## config.mk

```make
export PLATFORM = sky130hd
export DESIGN_NAME = walk_sensor_conditioner
export DESIGN_NICKNAME = d
export VERILOG_FILES = /design/src/rtl/walk_sensor_conditioner.sv
export SDC_FILE = /design/constraint.sdc
export NUM_CORES = 1
export LEC_CHECK = 0
export ABC_AREA = 1
export CAP_MARGIN = 25
export CORE_ASPECT_RATIO = 0.9
export CORE_UTILIZATION = 45
export CTS_CLUSTER_DIAMETER = 100
export CTS_CLUSTER_SIZE = 28
export DETAILED_ROUTE_END_ITERATION = 8
export PLACE_DENSITY = 0.64
export SLEW_MARGIN = 10
export SYNTH_ARGS = -nofsm -noshare
export SYNTH_HDL_FRONTEND = slang
export SYNTH_SLANG_ARGS = --single-unit
```

## constraint.sdc

```tcl
create_clock -name clk -period 3.13 [get_ports clk]
set_clock_uncertainty 0.1 [all_clocks]
set_input_delay 0.7825 -clock clk [delete_from_list [all_inputs] [get_ports clk]]
set_output_delay 0.7825 -clock clk [all_outputs]
set_load 0.02 [all_outputs]
```

## src/rtl/walk_sensor_conditioner.sv

```systemverilog
// Walk button / car sensor synchronizer, debouncer and walk request latch.
// Optional post-acknowledge press lockout: define WALK_LOCKOUT_EN.
module walk_sensor_conditioner #(
  parameter int unsigned DEBOUNCE_CYCLES = 1000000,
  parameter int unsigned CNT_W           = 20,
  parameter int unsigned LOCKOUT_CYCLES  = 2000000
) (
  input  logic clk,
  input  logic rst,
  input  logic walk_button,
  input  logic sensor_raw,
  input  logic walk_ack,
  output logic walk_pending,
  output logic walk_press_pulse,
  output logic sensor_clean
);

  localparam logic [CNT_W-1:0] TERM =
    CNT_W'(DEBOUNCE_CYCLES - 1);
  localparam logic [CNT_W-1:0] CMAX = '1;

  typedef enum logic [1:0] {
    B_IDLE,
    B_PRESS,
    B_HELD,
    B_REL
  } bstate_t;

  logic btn_s1_q, btn_s_q;
  logic sen_s1_q, sen_s_q;

  bstate_t          bstate_q, bstate_d;
  logic [CNT_W-1:0] bcnt_q, bcnt_d;
  logic [CNT_W-1:0] scnt_q, scnt_d;
  logic             pulse_q, pulse_d;
  logic             pending_q, pending_d;
  logic             clean_q, clean_d;
  logic             press_ok;

  function automatic logic [CNT_W-1:0] sat_inc(
    input logic [CNT_W-1:0] v
  );
    return (v == CMAX) ? v : v + 1'b1;
  endfunction

`ifdef WALK_LOCKOUT_EN
  localparam int unsigned LK_W =
    (LOCKOUT_CYCLES < 1) ? 1 : $clog2(LOCKOUT_CYCLES + 1);
  localparam logic [LK_W-1:0] LK_LOAD =
    LK_W'(LOCKOUT_CYCLES);

  logic [LK_W-1:0] lock_q, lock_d;

  // Lockout begins the cycle after ack, so a press
  // accepted alongside the ack still goes through.
  always_comb begin
    lock_d = lock_q;
    if (walk_ack && (pending_q || pulse_q)) begin
      lock_d = LK_LOAD;
    end else if (lock_q != '0) begin
      lock_d = lock_q - 1'b1;
    end
  end

  assign press_ok = (lock_q == '0);

  always_ff @(posedge clk) begin
    if (rst) begin
      lock_q <= '0;
    end else begin
      lock_q <= lock_d;
    end
  end
`else
  logic unused_lockout;
  assign unused_lockout = ^LOCKOUT_CYCLES;
  assign press_ok       = 1'b1;
`endif

  // Entering B_PRESS counts the first stable sample.
  always_comb begin
    bstate_d = bstate_q;
    bcnt_d   = bcnt_q;
    pulse_d  = 1'b0;
    unique case (bstate_q)
      B_IDLE: begin
        bcnt_d = '0;
        if (btn_s_q) begin
          bstate_d = B_PRESS;
          bcnt_d   = CNT_W'(1);
        end
      end
      B_PRESS: begin
        if (!btn_s_q) begin
          bstate_d = B_IDLE;
          bcnt_d   = '0;
        end else if (bcnt_q == TERM) begin
          bstate_d = B_HELD;
          bcnt_d   = '0;
          pulse_d  = press_ok;
        end else begin
          bcnt_d = sat_inc(bcnt_q);
        end
      end
      B_HELD: begin
        bcnt_d = '0;
        if (!btn_s_q) begin
          bstate_d = B_REL;
        end
      end
      B_REL: begin
        if (btn_s_q) begin
          bstate_d = B_HELD;
          bcnt_d   = '0;
        end else if (bcnt_q == TERM) begin
          bstate_d = B_IDLE;
          bcnt_d   = '0;
        end else begin
          bcnt_d = sat_inc(bcnt_q);
        end
      end
      default: begin
        bstate_d = B_IDLE;
        bcnt_d   = '0;
      end
    endcase
  end

  // Set has priority so a press never gets lost to an ack.
  always_comb begin
    pending_d = pending_q;
    if (pulse_q) begin
      pending_d = 1'b1;
    end else if (walk_ack) begin
      pending_d = 1'b0;
    end
  end

  always_comb begin
    clean_d = clean_q;
    scnt_d  = '0;
    if (sen_s_q != clean_q) begin
      if (scnt_q == TERM) begin
        clean_d = sen_s_q;
      end else begin
        scnt_d = sat_inc(scnt_q);
      end
    end
  end

  always_ff @(posedge clk) begin
    if (rst) begin
      btn_s1_q  <= 1'b0;
      btn_s_q   <= 1'b0;
      sen_s1_q  <= 1'b0;
      sen_s_q   <= 1'b0;
      bstate_q  <= B_IDLE;
      bcnt_q    <= '0;
      scnt_q    <= '0;
      pulse_q   <= 1'b0;
      pending_q <= 1'b0;
      clean_q   <= 1'b0;
    end else begin
      btn_s1_q  <= walk_button;
      btn_s_q   <= btn_s1_q;
      sen_s1_q  <= sensor_raw;
      sen_s_q   <= sen_s1_q;
      bstate_q  <= bstate_d;
      bcnt_q    <= bcnt_d;
      scnt_q    <= scnt_d;
      pulse_q   <= pulse_d;
      pending_q <= pending_d;
      clean_q   <= clean_d;
    end
  end

  assign walk_pending     = pending_q;
  assign walk_press_pulse = pulse_q;
  assign sensor_clean     = clean_q;

endmodule

```

==> results_dict.tcl <==
set metrics [dict create \
    clk_pin_slew_worst_paths_ps 80 \
    layout.nets 397 \
    crit_type "reg -> out" \
    tightestPinTransition_ps 386 \
    placed_area_um2 2700 \
    fp.dieH_um 74.0 \
    die-area_um2 6070 \
    grt_start_max_net_pins 20 \
    timing_hold_violations_final 0 \
    grt_pass1_vias 1899 \
    cts_hold_buf 0 \
    antenna_found_initial 0 \
    initial_core_util 0.479 \
    path_buf_inv 1 \
    synthToLayoutAreaGrowth_pct 7.63 \
    crit_path_max_fanout 4 \
    run_status "completed" \
    cts_resized 0 \
    drive_above_1_share 0.0872 \
    maxUsedRoutingLayer "met4" \
    syn_inst 380 \
    finalPower_w 0.00104 \
    cap_viol_max_count 0 \
    avgSynthCellArea_um2 6.82 \
    insertion_delay_ps 300 \
    cts_buffer_depth 2 \
    ys_ff_latch 49 \
    syn-num-nets 387 \
    cp-start-kind "flop" \
    p_leak_nw 1.07 \
    yosysSeqAreaShare 0.378 \
    wl_met1_um 2730 \
    ant_nets 0 \
    ys_warn_count 0 \
    slew_headroom 0.742 \
    path_delay_family "buffers and inverters" \
    clock.fmax_ghz 0.462 \
    wl_per_cell_um 11.0 \
    yosys.area.top_type "dfxtp_1" \
    worstPathRequired_ps 2250 \
    postCtsSetupBuffers 0 \
    htree_levels 2 \
    worstPathArrival_ps 1280 \
    finalCriticalPeriod_ps 2170 \
    globalplace.congestion 0.810 \
    final_area_um2 2790 \
    routed_via_density 4.86 \
    peakVddDrop_uv 207 \
    die_w_um 82.0 \
    synth_area_um2 2590 \
    hold_class "reg -> reg" \
    cp_slowest_cell "clkdlybuf4s50_1" \
    root_buffer "clkbuf_8" \
    grt.overflow.total 0 \
    cts.sinks 49 \
    synth_top_area_frac 0.378 \
    drtIter0Drc 107 \
    grtUsageTotal 0.183 \
    synth_area_leaders "dfxtp_1, nand2_1, nor2_1" \
    power_density_nw_per_um2 371 \
    crit_chain "clkdlybuf4s50_1" \
    yosys.cell_types.count 31 \
    numCtsBuffers 5 \
    num_rows 25 \
    numPortBuffers 7 \
    wl_met2_um 2000 \
    setup_tns_ps 0 \
    rsz0062_at_grt "no" \
    grt_pass1_wl_um 8450 \
    vias 2222 \
    core_um2 5410 \
    holdWs_ps 309 \
    finalMaxSlewViolations 0 \
    insertedDiodeCount 0 \
    met3_length_um 247 \
    tritoncts "built" \
    dp_hpwl_um 3730 \
    drt_wl_total_um 5050 \
    end_kind "output pin" \
    min_period_over_period 0.692 \
    pin_count 8 \
    critPathMaxStageDelay_ps 620 \
    drc 0 \
    setup_viol 0 \
    first_pass_iters 4 \
]
## path summary, 6_finish.rpt
path / slack [ps] / endpoint / cells past startpoint / startpoint
setup / recovery: 960 / sensor_clean / 1 / sensor_clean
hold / removal: 310 / sen_s_q / 2 / sen_s1_q
setup reg to reg: 1160 / scnt_q[0] / 11 / scnt_q[0]
hold reg to reg: 310 / sen_s_q / 2 / sen_s1_q
## metal layers
metal	global-route usage	vias to the layer above
met5	0	-
met4	0.0643	0
met3	0.0405	8
met2	0.264	36
met1	0.265	973
li1	-	1205
## cell type report
cell class | instances | area [µm²]
Inverter | 59 | 221
Fill cell | 565 | 2620
Tap cell | 67 | 83.8
Multi-Input combinational cell | 266 | 1330
Sequential cell | 49 | 981
Timing Repair Buffer | 9 | 85.1
Clock buffer | 7 | 86.3
## per-stage QoR
| step | instances | util | worst slack [ps] |
|---|---|---|---|
| 2_1_floorplan | 380 | - | 1500 |
| 3_3_place_gp | 450 | 0.500 | 701 |
| 3_5_place_dp | 450 | 0.500 | 671 |
| 4_1_cts | 457 | 0.516 | 943 |
| 5_1_grt | 457 | 0.516 | 797 |
| 6_report | 457 | 0.516 | 964 |
## state kept, by name (all words and copies together) (netlist names), named ones only
name,flops
bcnt_q,20
sen_s1_q,1
scnt_q,20
walk_press_pulse,1
btn_s_q,1
sensor_clean,1
btn_s1_q,1
bstate_q,1
walk_pending,1
sen_s_q,1
## synthesized netlist by cell type, drive strengths merged
cell and n:
buf 6, xor2 10, dfxtp 49, clkinv 1, or2 1, nand3 35
and3 1, nand4 6, nor2 78, nor3 6, ha 2, inv 58
nand2 80, a21oi 22, o211a 1, o21ai 16, xnor2 5, nand3b 2
nor4 1
## power by group
part	switching (W)	total [W]	internal (W)	leakage, nW
combinational	0.0000135	0.0000249	0.0000114	0.631
clock	0.000204	0.000380	0.000176	0.0443
sequential	0.00000364	0.000631	0.000627	0.396
total	0.000221	0.00104	0.000814	1.07
## kinds of logic (layout without fill, tap and decap cells)
group,Yosys count,in the layout,share of synthesized area
simple gates,210,210,0.369
flops,49,49,0.378
xor+xnor,15,15,0.0507
buf+inv,65,75,0.108
compound gates,39,39,0.0845
fa+ha+maj,2,2,0.00965
## cells in the final DEF, fill, tap and decap left out, drive strengths merged
| cell type | instances |
|---|---|
| nor2 | 78 |
| xor2 | 10 |
| nand3 | 35 |
| clkinv | 1 |
| nor3 | 6 |
| xnor2 | 5 |
| and3 | 1 |
| o21ai | 16 |
| nand3b | 2 |
| dfxtp | 49 |
| o211a | 1 |
| clkbuf | 7 |
| or2 | 1 |
| inv | 58 |
| ha | 2 |
| nand2 | 80 |
| nand4 | 6 |
| clkdlybuf4s50 | 7 |
| a21oi | 22 |
| nor4 | 1 |
| buf | 2 |
Note: power is estimated with default switching activity, not from simulation.
